`src/rtl/bram_sdp.sv`:
```
// -----------------------------------------------------------------------------
// bram_sdp
//
// Parametrised simple-dual-port block RAM with a hardware clear sequencer.
// One synchronous write port and one synchronous read port share a single
// clock. After reset, or on request through io_clear, an internal sweep
// writes CLEAR_VAL to every address, so contents are always defined before
// the ports are opened to traffic.
//
// Parameters
//   DATA_W     data width in bits (1..64)
//   ADDR_W     address width, DEPTH = 2^ADDR_W words
//   RDW_MODE   same-address read-during-write: 0 = old data, 1 = new data
//   OUT_REG    1 adds an output register stage (read latency 2 instead of 1)
//   CLEAR_VAL  fill value written by the clear sweep
//
// Ports
//   clk          clock, all state updates on the rising edge
//   reset        asynchronous active-high reset
//   io_wr_en     write strobe
//   io_wr_addr   write address
//   io_wr_data   write data
//   io_rd_en     read strobe
//   io_rd_addr   read address
//   io_clear     request a full clear sweep (pulse or level)
//   io_rd_data   read data, qualified by io_rd_valid, held between reads
//   io_rd_valid  high for one cycle per accepted read
//   io_ready     high while the ports accept traffic (IDLE state)
// -----------------------------------------------------------------------------
module bram_sdp #(
    parameter int                DATA_W    = 4,
    parameter int                ADDR_W    = 4,
    parameter int                RDW_MODE  = 0,
    parameter int                OUT_REG   = 0,
    parameter logic [DATA_W-1:0] CLEAR_VAL = '0
) (
    input  logic              clk,
    input  logic              reset,
    input  logic              io_wr_en,
    input  logic [ADDR_W-1:0] io_wr_addr,
    input  logic [DATA_W-1:0] io_wr_data,
    input  logic              io_rd_en,
    input  logic [ADDR_W-1:0] io_rd_addr,
    input  logic              io_clear,
    output logic [DATA_W-1:0] io_rd_data,
    output logic              io_rd_valid,
    output logic              io_ready
);

    localparam int              DEPTH     = 1 << ADDR_W;
    localparam logic [ADDR_W:0] LAST_ADDR = (ADDR_W + 1)'(DEPTH - 1);
    localparam logic [ADDR_W:0] CNT_ONE   = (ADDR_W + 1)'(1);

    typedef enum logic {
        ST_CLEAR = 1'b0,
        ST_IDLE  = 1'b1
    } state_t;

    state_t state;
    state_t next_state;

    // One bit wider than the address so the sweep can never alias back
    // onto address 0 before the FSM leaves CLEAR.
    logic [ADDR_W:0] sweep_cnt;
    logic [ADDR_W:0] next_sweep_cnt;

    logic [DATA_W-1:0] mem [DEPTH];

    logic              ready;
    logic              wr_accept;
    logic              rd_accept;
    logic              mem_we;
    logic [ADDR_W-1:0] mem_waddr;
    logic [DATA_W-1:0] mem_wdata;
    logic [DATA_W-1:0] rd_word;
    logic [DATA_W-1:0] s1_data;
    logic              s1_valid;

    // A clear request in IDLE takes priority: any write or read presented
    // in the same cycle is dropped rather than racing the sweep.
    assign ready     = (state == ST_IDLE);
    assign wr_accept = ready & io_wr_en & ~io_clear;
    assign rd_accept = ready & io_rd_en & ~io_clear;
    assign io_ready  = ready;

    // State and sweep counter register.
    always_ff @(posedge clk or posedge reset) begin
        if (reset) begin
            state     <= ST_CLEAR;
            sweep_cnt <= '0;
        end else begin
            state     <= next_state;
            sweep_cnt <= next_sweep_cnt;
        end
    end

    // Next-state logic. The sweep writes one address per cycle and leaves
    // CLEAR together with the write of the last address. A clear request
    // seen while already sweeping is ignored so the sweep length is fixed.
    always_comb begin
        next_state     = state;
        next_sweep_cnt = sweep_cnt;
        case (state)
            ST_CLEAR: begin
                if (sweep_cnt == LAST_ADDR) begin
                    next_state     = ST_IDLE;
                    next_sweep_cnt = '0;
                end else begin
                    next_sweep_cnt = sweep_cnt + CNT_ONE;
                end
            end
            ST_IDLE: begin
                if (io_clear) begin
                    next_state     = ST_CLEAR;
                    next_sweep_cnt = '0;
                end
            end
            default: begin
                next_state     = ST_CLEAR;
                next_sweep_cnt = '0;
            end
        endcase
    end

    // Write-port mux: the sweep owns the write port for the whole of CLEAR,
    // user writes only reach the array from IDLE.
    always_comb begin
        mem_we    = 1'b0;
        mem_waddr = io_wr_addr;
        mem_wdata = io_wr_data;
        if (state == ST_CLEAR) begin
            mem_we    = 1'b1;
            mem_waddr = sweep_cnt[ADDR_W-1:0];
            mem_wdata = CLEAR_VAL;
        end else if (wr_accept) begin
            mem_we = 1'b1;
        end
    end

    // The storage array has no reset so it maps onto block RAM; its
    // contents are defined purely by the sweep.
    always_ff @(posedge clk) begin
        if (mem_we) begin
            mem[mem_waddr] <= mem_wdata;
        end
    end

    // Same-address read-during-write selection. Read-first simply samples
    // the array before the write lands; write-first forwards the incoming
    // write data around the array.
    generate
        if (RDW_MODE == 1) begin : g_write_first
            assign rd_word = (wr_accept && (io_wr_addr == io_rd_addr))
                           ? io_wr_data : mem[io_rd_addr];
        end else begin : g_read_first
            assign rd_word = mem[io_rd_addr];
        end
    endgenerate

    // First read stage. Data only updates on an accepted read so the last
    // value stays visible after io_rd_valid falls.
    always_ff @(posedge clk or posedge reset) begin
        if (reset) begin
            s1_valid <= 1'b0;
            s1_data  <= '0;
        end else begin
            s1_valid <= rd_accept;
            if (rd_accept) begin
                s1_data <= rd_word;
            end
        end
    end

    // Optional output register stage, with the same hold behaviour.
    generate
        if (OUT_REG == 1) begin : g_out_reg
            logic [DATA_W-1:0] s2_data;
            logic              s2_valid;

            always_ff @(posedge clk or posedge reset) begin
                if (reset) begin
                    s2_valid <= 1'b0;
                    s2_data  <= '0;
                end else begin
                    s2_valid <= s1_valid;
                    if (s1_valid) begin
                        s2_data <= s1_data;
                    end
                end
            end

            assign io_rd_data  = s2_data;
            assign io_rd_valid = s2_valid;
        end else begin : g_no_out_reg
            assign io_rd_data  = s1_data;
            assign io_rd_valid = s1_valid;
        end
    endgenerate

endmodule
```
`config.mk`:
```
export PLATFORM = sky130hd
export DESIGN_NAME = bram_sdp
export DESIGN_NICKNAME = d
export VERILOG_FILES = /design/src/rtl/bram_sdp.sv
export SDC_FILE = /design/constraint.sdc
export NUM_CORES = 1
export LEC_CHECK = 0
export ABC_CLOCK_PERIOD_IN_PS = 1490
export CAP_MARGIN = 5
export CORE_ASPECT_RATIO = 0.6
export CORE_UTILIZATION = 52
export DETAILED_ROUTE_END_ITERATION = 8
export GPL_TIMING_DRIVEN = 0
export HOLD_SLACK_MARGIN = 0.08
export PLACE_DENSITY = 0.75
export SYNTH_ARGS = -nofsm -noshare
export SYNTH_HDL_FRONTEND = slang
export SYNTH_SLANG_ARGS = --single-unit
```
`constraint.sdc`:
```
create_clock -name clk -period 1.49 [get_ports clk]
set_input_delay 0.149 -clock clk [delete_from_list [all_inputs] [get_ports clk]]
set_output_delay 0.149 -clock clk [all_outputs]
set_load 0.005 [all_outputs]
```
==> results of run 1 <==
cell usage in the layout (no fill, tap or decap), drive strengths merged, types with 3 or more instances in the layout:
master	n
mux2	3
a21oi	5
mux2i	21
o21ai	4
clkbuf	12
nand2	17
mux4	7
a22oi	3
nand3	4
nand4	3
nor2	21
dfrtp	11
bufinv	3
edfxtp	64
a31oi	3
nand2b	3
clkdlybuf4s50	21
and2	5
inv	8
buf	9
kinds of logic (layout without fill, tap and decap cells):
group                    count (synthesis)  after routing  synth area share
AND/OR/NAND/NOR                         64             64           0.09702
flip-flops                              75             75            0.6982
multiplexers                            31             31            0.1276
buffers and inverters                   13             55           0.01948
AO/OA/AOI/OAI                           25             25           0.05368
adder cells (fa/ha/maj)                  1              1          0.003976
per-layer routing:
metal  track usage  vias to the layer above  part of all wire
li1              -                      878                 -
met1        0.3701                      966              0.47
met2        0.3200                       95              0.42
met3       0.08108                       17             0.092
met4       0.07321                        0             0.018
met5             0                        -                 0
critical path, delay by kind of cell, from the launching register on:
family                 cells  cell delay (ns)
DFF                        1             0.44
buffers and inverters      2             0.63
area by class of cell:
class | count | area, sq um | area share
sequential | 75 | 2201 | 0.5412
tap | 80 | 100.1 | 0.02462
clock inverter | 7 | 122.6 | 0.03015
buffer | 7 | 57.56 | 0.01415
inverter | 6 | 22.52 | 0.005538
multi-input combinational | 121 | 1185 | 0.2914
clock buffer | 9 | 123.9 | 0.03046
timing repair buffer | 26 | 254.0 | 0.06246
what timing repair did:
| item | in CTS | in global routing |
|---|---|---|
| resized for setup | 77 | 7 |
| hold buffers | 0 | 0 |
| buffers inserted | 1 | 3 |
| setup endpoints to repair | 132 | 84 |
| gates cloned | 1 | 0 |
| pin swaps | 8 | 7 |
flip-flops by register name (all words and copies together), names as in the netlist:
signal       cells
io_rd_data       4
io_rd_valid      1
io_ready         1
mem             64
sweep_cnt        5
final timing paths:
check	from	end	slack [ns]	cells after the start
min in group clk	io_rd_addr[3]	io_rd_data[2]	0.46	3
max in group asynchronous	reset	sweep_cnt[1]	0.95	2
worst max register to register	io_ready	mem[0][2]	-0.04	5
worst min-delay path	reset	io_rd_data[0]	0.15	2
worst min register to register	sweep_cnt[4]	sweep_cnt[4]	0.50	1
worst max-delay path	io_ready	io_ready	-0.08	2
power groups by stage:
stage / clock network, mW / registers [mW] / logic (mW)
after detailed placement: 0 / 3.07 / 1.40
final: 1.90 / 3.06 / 2.30
after global routing: 2.01 / 3.10 / 2.45
after global placement: 0 / 3.05 / 1.37
after CTS: 1.92 / 3.07 / 2.11
after floorplan: 0 / 3.01 / 0.898
==> impl_results.rst, run 1 <==
.. list-table::
   :header-rows: 1

   * - Metric
     - Value
   * - Violation count after the first detailed-route iteration
     - 115
   * - Count of nets left with antenna violations after detail routing
     - 0
   * - Max IR drop VDD
     - 0.001207 V
   * - Syn Inst Count
     - ~210
   * - CP required
     - 1.34 ns
   * - Number of placed I/O pins
     - 23
   * - Maximum number of pins on one net before global-route repair
     - 17
   * - Total wire length after detailed routing
     - 7114 um
   * - Vias in the first global route
     - 1866
   * - Slowest stage delay, CP
     - approximately 0.50 ns
   * - Total die area
     - 6377 sq um
   * - Maximum fanout count along the critical path
     - 5
   * - Grt ovf
     - 0
   * - Filler cell count in the final layout
     - 370
   * - RSZ-0062 raised after global routing
     - yes
   * - Endpoint arrival time on the critical path
     - 1.42 ns
   * - Later-pin clock latency in the skew report
     - 0.36 ns
   * - Total net switching power
     - 2.408 mW
   * - Core Util, Final
     - 0.7132
   * - Sort of element at the end of the critical path
     - primary output
   * - Area of the placeable core
     - between 5000 and 6000 sq um
   * - Cell count after placement
     - 310
   * - Fraction of power consumed by combinational cells
     - 0.317
   * - P&R area growth vs syn
     - 29.22%
   * - Sinks on the clock net
     - 75
   * - Via Count
     - roughly 2000
   * - Share of final-layout standard cells stronger than drive strength 1
     - 0.3227
   * - Library cell with the highest instance count after synthesis
     - sky130_fd_sc_hd__edfxtp_1
   * - Worst hold-check path type
     - in -> async
   * - Cell area after placement
     - 3458 sq um
   * - DR vias/cell
     - 5.909
   * - Setup-failing EPs final
     - between 50 and 60
   * - Synth Area per Inst
     - 15.06 sq um
   * - Final hold violations
     - 0
   * - Synthesis-stage register bit count
     - 75
   * - Final estimated routing congestion in global placement
     - 0.8580
   * - Fmax
     - 636.4 MHz
   * - Cell type with the highest aggregate area in the netlist
     - sky130_fd_sc_hd__edfxtp_1
   * - Cell types with the highest counts after synthesis
     - 64 x sky130_fd_sc_hd__edfxtp_1, 21 x sky130_fd_sc_hd__mux2i_1, 21 x sky130_fd_sc_hd__nor2_1, 17 x sky130_fd_sc_hd__nand2_1, 11 x sky130_fd_sc_hd__dfrtp_1
   * - Headroom to the max-slew limit
     - 0.6315
   * - Switching Fraction
     - 0.3313
   * - Cell Chain, Critical Path
     - buf_4 -> clkdlybuf4s50_1
   * - Count of final max-slew check failures
     - 0
   * - DRC Markers
     - 0
   * - # diodes
     - 0
   * - Violated checks
     - negative setup slack
   * - Internal power consumption
     - 4.862 mW
   * - Synth top area share
     - 0.6107
   * - Setup slack after placement
     - -0.5137 ns
   * - Hold Worst Slack
     - about 0.15 ns
   * - DIE HEIGHT
     - ~62 um
   * - Slowest stage cell, crit path
     - sky130_fd_sc_hd__clkdlybuf4s50_1
   * - TritonCTS buffer count
     - 9
   * - Final cell count without fillers
     - 331
   * - Detailed placement HPWL
     - 4506 um
   * - Post-synth EDFFs
     - 64
   * - Horizontal die dimension
     - 102.4 um
   * - Number of detailed-routing iterations run before antenna repair
     - 4
   * - Clock-pin slew on the worst setup and hold paths
     - 0.08 ns
   * - Post-layout min period
     - roughly 1.6 ns
   * - Worst-case setup margin in the final layout
     - -0.08145 ns
   * - Static Leakage
     - 1.433 nW
   * - First-pass GRT wire length
     - around 11000 um
   * - Wire length per cell
     - approximately 21 um
   * - Path type of the worst setup path
     - reg -> out
   * - Portion of the clock cycle consumed by the worst path in the final layout
     - 1.055
   * - Result of the run
     - complete, but fails checks
   * - TritonCTS clock tree
     - done
   * - Worst-margin pin slew
     - 0.5521 ns
   * - Net count of the mapped netlist
     - 227
   * - Final cell area excluding filler cells
     - between 4000 and 5000 sq um
   * - Global routing usage summed across all routing layers
     - 0.2399
   * - Power per Cell Area
     - 1788 nW/um^2
   * - Number of antenna violations at the first check in global routing
     - 0
   * - TNS Setup
     - -1.511 ns
   * - Part of the Yosys area used for sequential elements
     - 0.6982
   * - Number of port buffers
     - 21
   * - Relative contribution of sequential cells to total power
     - 0.421
   * - Std cell rows
     - 21
   * - Crit path launch type
     - register
   * - Number of warnings printed during yosys synthesis
     - 0
   * - Cell types with the largest area share after synthesis
     - sky130_fd_sc_hd__edfxtp_1 61%, sky130_fd_sc_hd__dfrtp_1 8.7%, sky130_fd_sc_hd__mux2i_1 6.7%, sky130_fd_sc_hd__mux4_2 5.0%, sky130_fd_sc_hd__nor2_1 2.5%
   * - Starting utilization of the core area
     - 0.5519
   * - Root Driver
     - sky130_fd_sc_hd__clkbuf_8
   * - Async set-or-reset flop fraction in the synthesized netlist
     - 0.1467
   * - Synthesized area
     - 3147 sq um
   * - Total of max-cap violations
     - 0
   * - Distinct cells, synth
     - 36
   * - Final Net Count
     - roughly 260
   * - Part of the total power dissipated in the clock network
     - 0.262
   * - H-tree Lvls
     - 3
   * - Most common flop cell mapped by yosys
     - sky130_fd_sc_hd__edfxtp_1
   * - Max Root-Sink Buffers
     - 2
   * - Clock tree skew after final layout
     - 0.01167 ns
   * - Overall Power
     - 7.270 mW
Note: power is estimated with default switching activity, not from simulation.
==> inputs of run 2 (changes only) <==
- CORE_UTILIZATION: 52 -> 50
- PLACE_DENSITY: 0.75 -> 0.72
- SETUP_SLACK_MARGIN: unset -> 0.15
==> impl_results.rst, run 2 (synthesized netlist as in run 1, its figures left out) <==
.. list-table::
   :header-rows: 1

   * - Metric
     - Value
   * - Overall Power
     - 7.419 mW (was 7.270 mW)
   * - Commonest cells after routing, fill and taps aside
     - 64 x sky130_fd_sc_hd__edfxtp_1, 19 x sky130_fd_sc_hd__mux2i_1, 17 x sky130_fd_sc_hd__nor2_4 (was 64 x sky130_fd_sc_hd__edfxtp_1, 21 x sky130_fd_sc_hd__clkdlybuf4s50_1, 19 x sky130_fd_sc_hd__mux2i_1)
   * - Total wire length after detailed routing
     - 7344 um (was 7114 um)
   * - Total of max-cap violations
     - 0 (unchanged)
   * - Sinks on the clock net
     - 75 (unchanged)
   * - Clock-pin slew on the worst setup and hold paths
     - 0.07 ns (was 0.08 ns)
   * - Final cell count without fillers
     - 339 (was 331)
   * - Commonest non-fill, non-tap cell in the layout
     - sky130_fd_sc_hd__edfxtp_1 (unchanged)
   * - Count of final max-slew check failures
     - 0 (unchanged)
   * - Max IR drop VDD
     - 0.001029 V (was 0.001207 V)
   * - Power per Cell Area
     - 1764 nW/um^2 (was 1788 nW/um^2)
   * - Number of placed I/O pins
     - 23 (unchanged)
   * - Flip-flop count of the largest register after layout
     - 64 (unchanged)
   * - Maximum number of pins on one net before global-route repair
     - 17 (unchanged)
   * - Number of buffer and inverter stages on the critical path
     - 1 (was 2)
   * - Area of the placeable core
     - 5807 sq um (was 5702 sq um)
   * - R2R Setup Slk
     - -0.10 ns (was -0.04 ns)
   * - Post-layout min period
     - 1.591 ns (was 1.571 ns)
   * - Horizontal die dimension
     - 104.4 um (was 102.4 um)
   * - TNS Setup
     - -3.204 ns (was -1.511 ns)
   * - Area occupied by registers
     - 2201 sq um (unchanged)
   * - Reg with most FFs
     - mem (unchanged)
   * - Worst-case setup margin in the final layout
     - -0.1006 ns (was -0.08145 ns)
   * - Largest delay contributor family on the critical path
     - flip-flops (was buffers and inverters)
   * - Via Count
     - 2011 (was 1956)
   * - Violation count after the first detailed-route iteration
     - 162 (was 115)
   * - Logic depth of the worst setup path including buffers
     - 4 (was 2)
   * - Clock tree skew after final layout
     - 0.007671 ns (was 0.01167 ns)
   * - Count of nets left with antenna violations after detail routing
     - 0 (unchanged)
   * - Worst reg2reg path startpoint
     - io_ready (unchanged)
   * - Final estimated routing congestion in global placement
     - 0.8632 (was 0.8580)
   * - P&R area growth vs syn
     - 33.68% (was 29.22%)
   * - Later-pin clock latency in the skew report
     - 0.35 ns (was 0.36 ns)
   * - Wire length per cell
     - 21.66 um (was 21.49 um)
   * - Portion of the clock cycle consumed by the worst path in the final layout
     - 1.068 (was 1.055)
   * - Sort of element at the end of the critical path
     - register (was primary output)
   * - CP required
     - 1.54 ns (was 1.34 ns)
   * - TritonCTS clock tree
     - done (unchanged)
   * - Crit path launch type
     - register (unchanged)
   * - Headroom to the max-slew limit
     - 0.6486 (was 0.6315)
   * - DRC Markers
     - 0 (unchanged)
   * - Vias in the first global route
     - 1980 (was 1866)
   * - H-tree Lvls
     - 3 (unchanged)
   * - Number of antenna violations at the first check in global routing
     - 0 (unchanged)
   * - Maximum fanout count along the critical path
     - 5 (unchanged)
   * - Final hold violations
     - 0 (unchanged)
   * - TritonCTS buffer count
     - 9 (unchanged)
   * - Std cell rows
     - 21 (unchanged)
   * - Final Net Count
     - 272 (was 264)
   * - # diodes
     - 0 (unchanged)
   * - DIE HEIGHT
     - 63.45 um (was 62.26 um)
   * - Endpoint arrival time on the critical path
     - 1.64 ns (was 1.42 ns)
   * - Number of port buffers
     - 21 (unchanged)
   * - Cell count after placement
     - 310 (unchanged)
   * - Worst-margin pin slew
     - 0.5265 ns (was 0.5521 ns)
   * - Starting utilization of the core area
     - 0.5419 (was 0.5519)
   * - Setup-failing EPs final
     - 51 (was 56)
   * - Cell Chain, Critical Path
     - buf_8 -> mux2i_4 -> nand2_4 -> nor2_4 (was buf_4 -> clkdlybuf4s50_1)
   * - Reg-to-Reg End
     - mem[8][2] (was mem[0][2])
   * - Result of the run
     - complete, but fails checks (unchanged)
   * - Worst hold-check path type
     - in -> async (unchanged)
   * - Depth of the worst register-to-register path
     - 4 (was 5)
   * - Max Root-Sink Buffers
     - 2 (unchanged)
   * - Slowest stage delay, CP
     - 0.46 ns (was 0.50 ns)
   * - Violated checks
     - negative setup slack (unchanged)
   * - Fmax
     - 628.7 MHz (was 636.4 MHz)
   * - Static Leakage
     - 1.521 nW (was 1.433 nW)
   * - Filler cell count in the final layout
     - 384 (was 370)
   * - First-pass GRT wire length
     - 11200 um (was 10510 um)
   * - DR vias/cell
     - 5.932 (was 5.909)
   * - Combined area of the multi-input logic cells
     - 1264 sq um (was 1185 sq um)
   * - Total die area
     - 6625 sq um (was 6377 sq um)
   * - Path type of the worst setup path
     - reg -> reg (was reg -> out)
   * - Root Driver
     - sky130_fd_sc_hd__clkbuf_8 (unchanged)
   * - RSZ-0062 raised after global routing
     - yes (unchanged)
   * - Grt ovf
     - 0 (unchanged)
   * - Hold Worst Slack
     - 0.1358 ns (was 0.1459 ns)
   * - Detailed placement HPWL
     - 4841 um (was 4506 um)
   * - Share of final-layout standard cells stronger than drive strength 1
     - 0.3629 (was 0.3227)
   * - Slowest stage cell, crit path
     - sky130_fd_sc_hd__dfrtp_2 (was sky130_fd_sc_hd__clkdlybuf4s50_1)
   * - Global routing usage summed across all routing layers
     - 0.2439 (was 0.2399)
   * - Number of detailed-routing iterations run before antenna repair
     - 5 (was 4)
   * - Setup slack after placement
     - -0.5834 ns (was -0.5137 ns)
## run 2: cell type report
type                    instances  share of cell area
clock buffers                  10             0.03034
inverters                       6            0.005949
repair buffers                 34             0.07971
flip-flops and latches         75              0.5232
well taps                      80             0.02380
clock inverters                 6             0.01904
multi-input cells             121              0.3004
plain buffers                   7             0.01755
## run 2: how the worst max path moves through the flow
stage / startpoint / end / slack, ns
4_1_cts: io_ready / mem[3][2] / -0.07
3_5_place_dp: io_rd_addr[2] / io_rd_data[3] / -0.58
3_3_place_gp: io_rd_addr[2] / io_rd_data[3] / -0.55
5_1_grt: io_ready / mem[0][1] / -0.14
6_report: io_ready / mem[8][2] / -0.10
2_1_floorplan: io_ready / mem[10][0] / 0.08
## run 2: repair_timing
action,4_1_cts,5_1_grt
setup endpoints to repair,140,72
gates resized for setup,74,15
pin swaps,13,20
setup buffers,5,7
hold buffers,0,0
cloned,1,0
## run 2: worst reg2reg max path, cell delays in order (launching register included)
cell and delay, ns:
sky130_fd_sc_hd__dfrtp_2 0.46, sky130_fd_sc_hd__buf_8 0.17, sky130_fd_sc_hd__mux2i_4 0.30, sky130_fd_sc_hd__nand2_4 0.15, sky130_fd_sc_hd__nor2_4 0.20
## run 2: power by group
| group | switching (mW) | internal [mW] |
|---|---|---|
| Clock | 0.689 | 0.928 |
| Combinational | 1.61 | 1.17 |
| Sequential | 0.188 | 2.84 |
## run 2: metal layers
metal / vias to the layer above / track usage / wire length [um]
li1: 896 / - / -
met1: 1012 / 0.3818 / 3522
met2: 94 / 0.3245 / 3114
met3: 9 / 0.06729 / 614
met4: 0 / 0.08214 / 93
met5: - / 0 / 0
## run 2: through the flow
| stage | cell area, sq um | util |
|---|---|---|
| 4_1_cts | 4088 | 0.7039 |
| 5_1_grt | 4207 | 0.7244 |
| 6_report | 4207 | 0.7244 |
| 2_1_floorplan | 3231 | - |
| 3_3_place_gp | 3541 | 0.6098 |
| 3_5_place_dp | 3541 | 0.6098 |
==> inputs of run 3 (changes only) <==
- HOLD_SLACK_MARGIN: 0.08 -> unset
==> results of run 3 <==
Final layout, timing and power as in run 2 (identical DEF).
